File: src/rtl/conv_pkg.sv
// Constants shared by the layer sequencer and the convolution controller:
// the 3-bit state encodings and the default kernel and drain depths.
package conv_pkg;

   typedef enum logic [2:0] {
      INIT_STATE = 3'b000,
      A_STATE    = 3'b001,
      B_STATE    = 3'b010,
      C_STATE    = 3'b011
   } conv_state_e;

   localparam int DEFAULT_KERNEL_SIZE  = 3;
   // The multiplier pipeline takes 2 cycles and the adder tree takes 2 more.
   localparam int DEFAULT_DRAIN_CYCLES = 4;

endpackage

File: src/rtl/conv_pos_counter.sv
// Column/row position counter. The column wraps at the image width and
// carries into the row. Terminal flags mark the last column and the last row.
module conv_pos_counter
   import conv_pkg::*;
#(
   parameter int DIM_WIDTH = 9
) (
   input  logic                 clk,
   input  logic                 rst,
   input  logic                 clr,
   input  logic                 inc,
   input  logic [DIM_WIDTH-1:0] width,
   input  logic [DIM_WIDTH-1:0] height,
   output logic [DIM_WIDTH-1:0] col,
   output logic [DIM_WIDTH-1:0] row,
   output logic                 col_last,
   output logic                 row_last
);

   assign col_last = (col == width - DIM_WIDTH'(1));
   assign row_last = (row == height - DIM_WIDTH'(1));

   // clr takes priority over inc, so the last pixel of a frame lands on 0/0.
   always_ff @(posedge clk) begin
      if (rst || clr) begin
         col <= '0;
         row <= '0;
      end else if (inc) begin
         if (col_last) begin
            col <= '0;
            row <= row + DIM_WIDTH'(1);
         end else begin
            col <= col + DIM_WIDTH'(1);
         end
      end
   end

endmodule

File: src/rtl/conv_state_top.sv
// Layer sequencer for the convolution unit: INIT -> A -> B -> C once per pass.
// Optional cycle/stall counters are built when CONV_STATE_PERF_CNT_EN is defined.
//
// state | meaning
// INIT  | idle, waiting for a valid start
// A     | row-buffer prefill (rows 0 .. KERNEL_SIZE-2)
// B     | steady convolution (remaining rows)
// C     | pipeline drain, DRAIN_CYCLES cycles, no pixels accepted
module conv_state_top
   import conv_pkg::*;
#(
   parameter int KERNEL_SIZE  = DEFAULT_KERNEL_SIZE,
   parameter int DIM_WIDTH    = 9,
   parameter int PASS_WIDTH   = 4,
   parameter int DRAIN_CYCLES = DEFAULT_DRAIN_CYCLES
) (
   input  logic                  clk,
   input  logic                  rst,
   input  logic                  start,
   input  logic [DIM_WIDTH-1:0]  img_width,
   input  logic [DIM_WIDTH-1:0]  img_height,
   input  logic [PASS_WIDTH-1:0] pass_num,
   input  logic                  pixel_valid,
   output logic                  in_ready,
   input  logic                  state_rst,
   output logic [2:0]            current_state,
   output logic [DIM_WIDTH-1:0]  col_cnt,
   output logic [DIM_WIDTH-1:0]  row_cnt,
   output logic [PASS_WIDTH-1:0] pass_cnt,
   output logic                  busy,
   output logic                  done,
   output logic                  cfg_err
`ifdef CONV_STATE_PERF_CNT_EN
   ,
   output logic [31:0]           cycle_cnt,
   output logic [31:0]           stall_cnt
`endif
);

   localparam int DRAIN_W = (DRAIN_CYCLES > 2) ? $clog2(DRAIN_CYCLES) : 1;
   localparam logic [DRAIN_W-1:0]   DRAIN_LOAD       = DRAIN_W'(DRAIN_CYCLES - 1);
   localparam logic [DIM_WIDTH-1:0] ROW_PREFILL_LAST = DIM_WIDTH'(KERNEL_SIZE - 2);
   localparam logic [DIM_WIDTH-1:0] KERNEL_ROWS      = DIM_WIDTH'(KERNEL_SIZE);

   conv_state_e           state_q;
   logic [DIM_WIDTH-1:0]  cfg_width;
   logic [DIM_WIDTH-1:0]  cfg_height;
   logic [PASS_WIDTH-1:0] cfg_pass;
   logic [DRAIN_W-1:0]    drain_cnt;
   logic                  accept;
   logic                  col_last;
   logic                  row_last;
   logic                  frame_end;
   logic                  cfg_ok;
   logic                  start_ok;

   assign in_ready      = (state_q == A_STATE) || (state_q == B_STATE);
   assign busy          = (state_q != INIT_STATE);
   assign current_state = state_q;
   assign accept        = pixel_valid && in_ready;
   assign frame_end     = accept && (state_q == B_STATE) && col_last && row_last;
   assign cfg_ok        = (img_width != '0) && (img_height >= KERNEL_ROWS) && (pass_num != '0);
   assign start_ok      = (state_q == INIT_STATE) && start && cfg_ok && !state_rst;

   conv_pos_counter #(
      .DIM_WIDTH (DIM_WIDTH)
   ) u_pos (
      .clk      (clk),
      .rst      (rst),
      .clr      (state_rst || frame_end),
      .inc      (accept),
      .width    (cfg_width),
      .height   (cfg_height),
      .col      (col_cnt),
      .row      (row_cnt),
      .col_last (col_last),
      .row_last (row_last)
   );

   always_ff @(posedge clk) begin
      if (rst) begin
         state_q    <= INIT_STATE;
         cfg_width  <= '0;
         cfg_height <= '0;
         cfg_pass   <= '0;
         pass_cnt   <= '0;
         drain_cnt  <= '0;
         done       <= 1'b0;
         cfg_err    <= 1'b0;
      end else begin
         done    <= 1'b0;
         cfg_err <= 1'b0;
         if (state_rst) begin
            state_q   <= INIT_STATE;
            pass_cnt  <= '0;
            drain_cnt <= '0;
         end else begin
            case (state_q)
               INIT_STATE: begin
                  if (start) begin
                     if (cfg_ok) begin
                        cfg_width  <= img_width;
                        cfg_height <= img_height;
                        cfg_pass   <= pass_num;
                        pass_cnt   <= '0;
                        state_q    <= A_STATE;
                     end else begin
                        cfg_err <= 1'b1;
                     end
                  end
               end
               A_STATE: begin
                  if (accept && col_last && (row_cnt == ROW_PREFILL_LAST))
                     state_q <= B_STATE;
               end
               B_STATE: begin
                  if (frame_end) begin
                     drain_cnt <= DRAIN_LOAD;
                     state_q   <= C_STATE;
                  end
               end
               C_STATE: begin
                  if (drain_cnt == '0) begin
                     // cfg_pass is never 0 once latched, so the subtract cannot wrap.
                     if (pass_cnt < cfg_pass - PASS_WIDTH'(1)) begin
                        pass_cnt <= pass_cnt + PASS_WIDTH'(1);
                        state_q  <= A_STATE;
                     end else begin
                        pass_cnt <= '0;
                        done     <= 1'b1;
                        state_q  <= INIT_STATE;
                     end
                  end else begin
                     drain_cnt <= drain_cnt - DRAIN_W'(1);
                  end
               end
               default: state_q <= INIT_STATE;
            endcase
         end
      end
   end

`ifdef CONV_STATE_PERF_CNT_EN
   always_ff @(posedge clk) begin
      if (rst || start_ok) begin
         cycle_cnt <= '0;
         stall_cnt <= '0;
      end else begin
         if (busy)
            cycle_cnt <= cycle_cnt + 32'd1;
         if (in_ready && !pixel_valid)
            stall_cnt <= stall_cnt + 32'd1;
      end
   end
`else
   logic unused_start_ok;
   assign unused_start_ok = start_ok;
`endif

endmodule

File: config.mk
export PLATFORM = sky130hd
export DESIGN_NAME = conv_state_top
export DESIGN_NICKNAME = d
export VERILOG_FILES = /design/src/rtl/conv_pkg.sv /design/src/rtl/conv_pos_counter.sv /design/src/rtl/conv_state_top.sv
export SDC_FILE = /design/constraint.sdc
export NUM_CORES = 1
export LEC_CHECK = 0
export BUFFER_PORTS_ARGS = -buffer_cell sky130_fd_sc_hd__buf_2
export CAP_MARGIN = 5
export CORE_ASPECT_RATIO = 0.75
export CORE_MARGIN = 2
export CORE_UTILIZATION = 56
export DETAILED_ROUTE_END_ITERATION = 12
export HOLD_SLACK_MARGIN = 0.05
export PLACE_DENSITY = 0.8
export SLEW_MARGIN = 20
export SYNTH_ARGS = -nofsm -noshare
export SYNTH_HDL_FRONTEND = slang
export SYNTH_SLANG_ARGS = --single-unit
File: constraint.sdc
create_clock -name clk -period 3.9 [get_ports clk]
set_clock_uncertainty 0.15 [all_clocks]
set_input_delay 0.195 -clock clk [delete_from_list [all_inputs] [get_ports clk]]
set_output_delay 0.195 -clock clk [all_outputs]
set_load 0.05 [all_outputs]
; ---- Word-level counts from Yosys, hierarchy flattened
; Cells that the tools add are included.
[word_totals]
reg_bits = 51
inputBits = 27
out_inout_bits = 29
wordCells = 80
[classes]
n_addsub = 7
order_cmp = 2
eq_ne = 12
n_mux = 18
bitwise = 5
reduce_logical = 26
[ops]
columns = operator, count
row1 = "9-bit by 1-bit adder with 9-bit output, second input constant", 2
row2 = 9-bit equality test, 2
row3 = "9-bit by 1-bit subtractor with 9-bit output, second input constant", 2
row4 = 4-bit 2-to-1 mux, 4
row5 = 3-bit 2-to-1 mux, 5
row6 = 3-bit case mux with 4 select lines, 1
row7 = "2-bit != test, second input constant", 5
row8 = "9-bit by 1-bit equality test with 1-bit output, second input constant", 1
row9 = "9-bit by 2-bit >= comparator with 1-bit output, second input constant", 1
row10 = 9-bit 2-to-1 mux, 1
row11 = 9-bit nonzero test, 1
row12 = 1-bit logical AND, 8
row13 = 4-bit case mux with 2 select lines, 1
row14 = 4-bit AND reduction, 2
row15 = 4-bit OR reduction, 2
row16 = "3-bit by 2-bit equality test with 1-bit output, second input constant", 2
row17 = 1-bit NOT, 5
row18 = 5-bit AND reduction, 1
row19 = "4-bit by 1-bit adder with 4-bit output, second input constant", 1
row20 = 4-bit less-than comparator, 1
row21 = 2-bit 2-to-1 mux, 2
row22 = 2-bit case mux with 2 select lines, 1
row23 = 2-bit nonzero test, 2
row24 = 4-bit nonzero test, 1
row25 = other kinds (12), 16

; ---- Longest topological paths before layout
[depth]
ltp_word = 8
mapped_depth = 12

; ---- By module
; A second synthesis with hierarchy kept.
[hier_totals]
cells_unflattened = 347
area_unflattened_um2 = 2995.4
[by_module_without_submodules]
columns = mod, instances, cells_per_inst, area_per_inst_um2, seq_area_each_um2
row1 = conv_state_top, 1, 170, 1555.2, 640.6
row2 = conv_pos_counter, 1, 177, 1440.1, 360.3

; ---- Worst setup path before layout
; Ideal clock, no wire load.
[synth_path]
path_kind = register to register
start = register u_pos.col[3]
end = register u_pos.row[6]
arrival_time_ns = 2.897
t_required_ns = 3.679
path_slack_ns = 0.783
stages_incl_launch_ff = 10
path_buffers = 2
synth_period_minus_slack_ns = 3.117
cell_sequence = dfxtp_1 xor2_1 xnor2_1 nand4_1 or4_1 buf_2 or4_1 buf_2 or3_1 a21oi_1
[synth_via]
elab_chain_len = 5
elab_cells_between_ends = 6
[synth_rtl]
columns = item, line
row1 = from (decl), conv_pos_counter.sv:14  ; output logic [DIM_WIDTH-1:0] col,
row2 = from (signal assigned), conv_pos_counter.sv:33  ; col <= col + DIM_WIDTH'(1);
row3 = 9-bit equality test *, conv_pos_counter.sv:20  ; assign col_last = (col == width - DIM_WIDTH'(1));
row4 = 1-bit logical AND (2 in a row), conv_state_top.sv:61  ; assign frame_end = accept && (state_q == B_STATE) && col_last && row_last;
row5 = 1-bit logical OR, conv_state_top.sv:70  ; .clr (state_rst || frame_end),
row6 = 1-bit logical OR, conv_pos_counter.sv:25  ; if (rst || clr) begin
row7 = to (signal assigned), conv_pos_counter.sv:31  ; row <= row + DIM_WIDTH'(1);
row8 = to (decl), conv_pos_counter.sv:15  ; output logic [DIM_WIDTH-1:0] row,
; Every way passes the cells marked *; elsewhere a longest branch is shown, timed or not.
; A chain may end at the register's enable or synchronous reset.

; ---- Worst setup path in the final report
[layout_path]
start = register cfg_width[0]
end = register u_pos.row[6]
[layout_via]
elab_chain_len = 6
elab_cells_between_ends = 7
[layout_rtl]
columns = item, line
row1 = from (decl), conv_state_top.sv:46  ; logic [DIM_WIDTH-1:0] cfg_width;
row2 = from (signal assigned), conv_state_top.sv:102  ; cfg_width <= img_width;
row3 = 9-bit by 1-bit subtractor with 9-bit output *, conv_pos_counter.sv:20
row4 = 9-bit equality test *, conv_pos_counter.sv:20
row5 = 1-bit logical AND (2 in a row), conv_state_top.sv:61
row6 = 1-bit logical OR, conv_state_top.sv:70
row7 = 1-bit logical OR, conv_pos_counter.sv:25
; Marks and branches as above.

==> out/metrics.cfg <==
[critical_path]
max_stage_delay_ps = 690
reg2reg_depth = 9
worstPathRequired_ps = 3970
cp_slowest_cell = or4_1
worstSetupEndpoint = u_pos.row[6]
path_max_fanout = 10
rr_startpoint = cfg_width[0]
reg2reg_to = u_pos.row[6]
crit_type = register to register
worstPathArrival_ps = 3380
cpMostUsedCell = or4_1
end_kind = register
reg2reg_slack_ps = 600
crit_chain = inv_1, ha_1, nand2_1, o31ai_1, nand4_1, or4_1, or4_1, or3_1, a21oi_1
start_kind = register
startpoint = cfg_width[0]

[timing]
fin_setup_tns_ps = 0
setup_violations = 0
slew_headroom_pct = 55.24
fmax_mhz = 302.9
final-max-slew-violation-count = 0
hold_viol = 0
period_needed_ps = 3301
min_period_over_period_pct = 84.65
grt_setup_unrepaired = no
setup_ws_ps = 598.7
worst_pin_slew_ps = 667.7

[placement]
place_inst = 467
io_buffers = 54
post-dp-hpwl_um = 5313
finalWeightedCongestion = 0.8863
pre_cts_slack_ps = 640.7

[floorplanning]
die_height_um = 67.10
die_x_um = 88.13
initial_core_util_pct = 59.34
core_sq_um = 5010
core.rowCount = 22
io-pin-count = 56
dieArea_sq_um = 5914

[power_and_ir_drop]
power.share.clock_pct = 33.2
combPwrFrac_pct = 18.6
power.switching_w = 0.0003143
pwr-share-seq_pct = 48.3
powerDensity_nw_per_um2 = 310.4
vdd.ir_drop.worst_mv = 0.1842
leakagePower_nw = 1.634
internal_power_w = 0.0008108
sw_frac_of_total_pct = 27.94

[yosys]
async_flop_share_pct = 0
synth.avg_cell_area_sq_um = 8.422
synth_edf_count = 0
ys_seq_elements = 50
synth.cell_area_sq_um = 2973
yosys_most_used_dff = dfxtp_1
yosys_warnings = 0
synth_nets = 395
yosysSeqAreaShare_pct = 33.67
synth_cell_types = 56
synthCells = 353

[routing]
first_pass_iters = 4
wirelength_um = 7462
drc_errors = 0
drt_iter0_markers = 112
vias = 2798
drtAntennaViolNets = 0
via_per_inst = 5.618
wire_per_inst_um = 14.98

[job]
maxCapViolCount = 0

[clock_tree]
cts-root-buf = clkbuf_8
htree_levels = 2
clock_latency_ps = 310
cts_sinks = 50
clock_path_buffers = 2
clk_pin_slew_ps = 90
cts_inserted_buffers = 5
cts_tree = built
cts-resized-gates = 0

[cells_and_area]
antennaDiodeCount = 0
fillCellCount = 417
area_delta_synth_final_pct = 21.93
final_cells = 498
drive_gt1_share_pct = 17.37
fin_nets = 467

[grt]
grt_start_max_net_pins = 25
grt_use_total_pct = 26.89
grt_pass1_vias = 2708
overflow = 0
antenna_found_initial = 0
grt_pass1_wl_um = 12450

[status]
status = complete, no violations

[hold_path]
hold_path.class = input port to register

## metrics by stage
step / area [sq um] / utilization, % / power, W / hold WS, ps
after floorplan: 2973 / - / 0.0006927 / 117.4
after global placement: 3282 / 65.51 / 0.0007358 / 289.0
after detailed placement: 3282 / 65.51 / 0.0007427 / 298.8
after CTS: 3625 / 72.35 / 0.001127 / 110.3
after global routing: 3625 / 72.35 / 0.001169 / 121.1
final: 3625 / 72.35 / 0.001125 / 121.7
## cells in the mapped netlist, drive strengths merged (3+ instances only)
master  number  area, sq um
or3          5        31.28
or3b         3        26.28
clkbuf       7        26.28
nand3       11        55.05
mux2i       24        240.2
inv         16        60.06
xor2        11        96.34
buf          6        32.53
o21ai       13        65.06
a211oi       7        52.55
ha          15        187.7
nand4        4        25.02
and3         4        25.02
nand2b       4        25.02
xnor2       17        156.4
nor2        43        161.4
a21oi       13        65.06
nand2       28        105.1
nor4         7        43.79
nor3        16        90.09
and2         3        18.77
dfxtp       50         1001
a21o         5        37.54
## how the worst min path moves through the flow
stage	startpoint	to	slack, ps	cells past startpoint
floorplan	rst	cfg_height[8]	120	1
global placement	img_height[7]	cfg_height[7]	290	3
detailed placement	img_height[1]	cfg_height[1]	300	3
CTS	state_rst	pass_cnt[2]	110	3
global route	state_rst	pass_cnt[0]	120	3
finish	state_rst	pass_cnt[0]	120	3
## worst max-delay path: cells and delay by family (launching register included)
| kind | cells | cell delay, ps |
|---|---|---|
| DFF | 1 | 380 |
| buffers and inverters | 1 | 80 |
| AOI/OAI and AO/OA | 2 | 340 |
| adders and majority gates | 1 | 330 |
| and+or+nand+nor | 5 | 1950 |
## cell type report
cell class / instances / area [sq um] / area share, %
inverter: 16 / 60.06 / 1.657
timing repair buffer: 78 / 508.0 / 14.01
clock buffer: 5 / 68.82 / 1.899
multi-input combinational: 274 / 1853 / 51.12
clock inverter: 3 / 43.79 / 1.208
sequential: 50 / 1001 / 27.61
tap: 72 / 90.09 / 2.485
## logic make-up (layout without fill, tap and decap cells)
kind of cell	Yosys count	count (layout)	synth area share (%)
muxes	25	25	8.460
AOI/OAI and AO/OA	57	57	12.92
adders and majority gates	15	15	6.313
DFF	50	50	33.67
and+or+nand+nor	148	148	26.01
other	1	1	0.1261
buffers and inverters	29	102	3.999
xor gates and xnor gates	28	28	8.502
## registers in the layout (all words and copies together), names as in the netlist
register,flops
cfg_err,1
cfg_height,9
cfg_pass,4
cfg_width,9
current_state,2
done,1
drain_cnt,2
pass_cnt,4
u_pos.col,9
u_pos.row,9
## layer usage
layer	GRT usage (%)	share of wire, %	vias up
met5	0	0	-
met4	5.114	1.0	0
met3	3.841	3.5	8
met2	46.50	47	62
met1	36.23	48	1335
li1	-	-	1393
## power by group through the flow
| stage | combinational (W) | sequential, W | clock, W |
|---|---|---|---|
| finish | 0.000209 | 0.000543 | 0.000373 |
| global route | 0.000231 | 0.000546 | 0.000392 |
| global placement | 0.000182 | 0.000553 | 0 |
| detailed placement | 0.000188 | 0.000554 | 0 |
| CTS | 0.000207 | 0.000543 | 0.000377 |
| floorplan | 0.000139 | 0.000554 | 0 |
## placed cells by master, fill, tap and decap left out, types with 3 or more instances in the layout
cell           netlist  final
buf_2                2     54
dfxtp_1             50     50
nor2_1              43     43
nand2_1             28     28
mux2i_1             24     24
dlygate4sd3_1        0     23
inv_1               16     16
xnor2_1             16     16
ha_1                15     15
nor3_1              14     14
o21ai_0             13     13
a21oi_1             13     13
nand3_1             11     11
xor2_1              11     11
nor4_1               7      7
a211oi_1             7      7
a21o_1               5      5
or3_1                5      5
clkbuf_8             0      5
and3_1               4      4
nand4_1              4      4
nand2b_1             4      4
and2_1               3      3
or3b_2               3      3
## what timing repair did
item / CTS / global route
hold endpoints to repair: 23 / 0
endpoints found under the setup margin: 0 / 0
buffers inserted: 0 / 0
hold buffers: 23 / 0
Power figures use the tool's default switching activity.
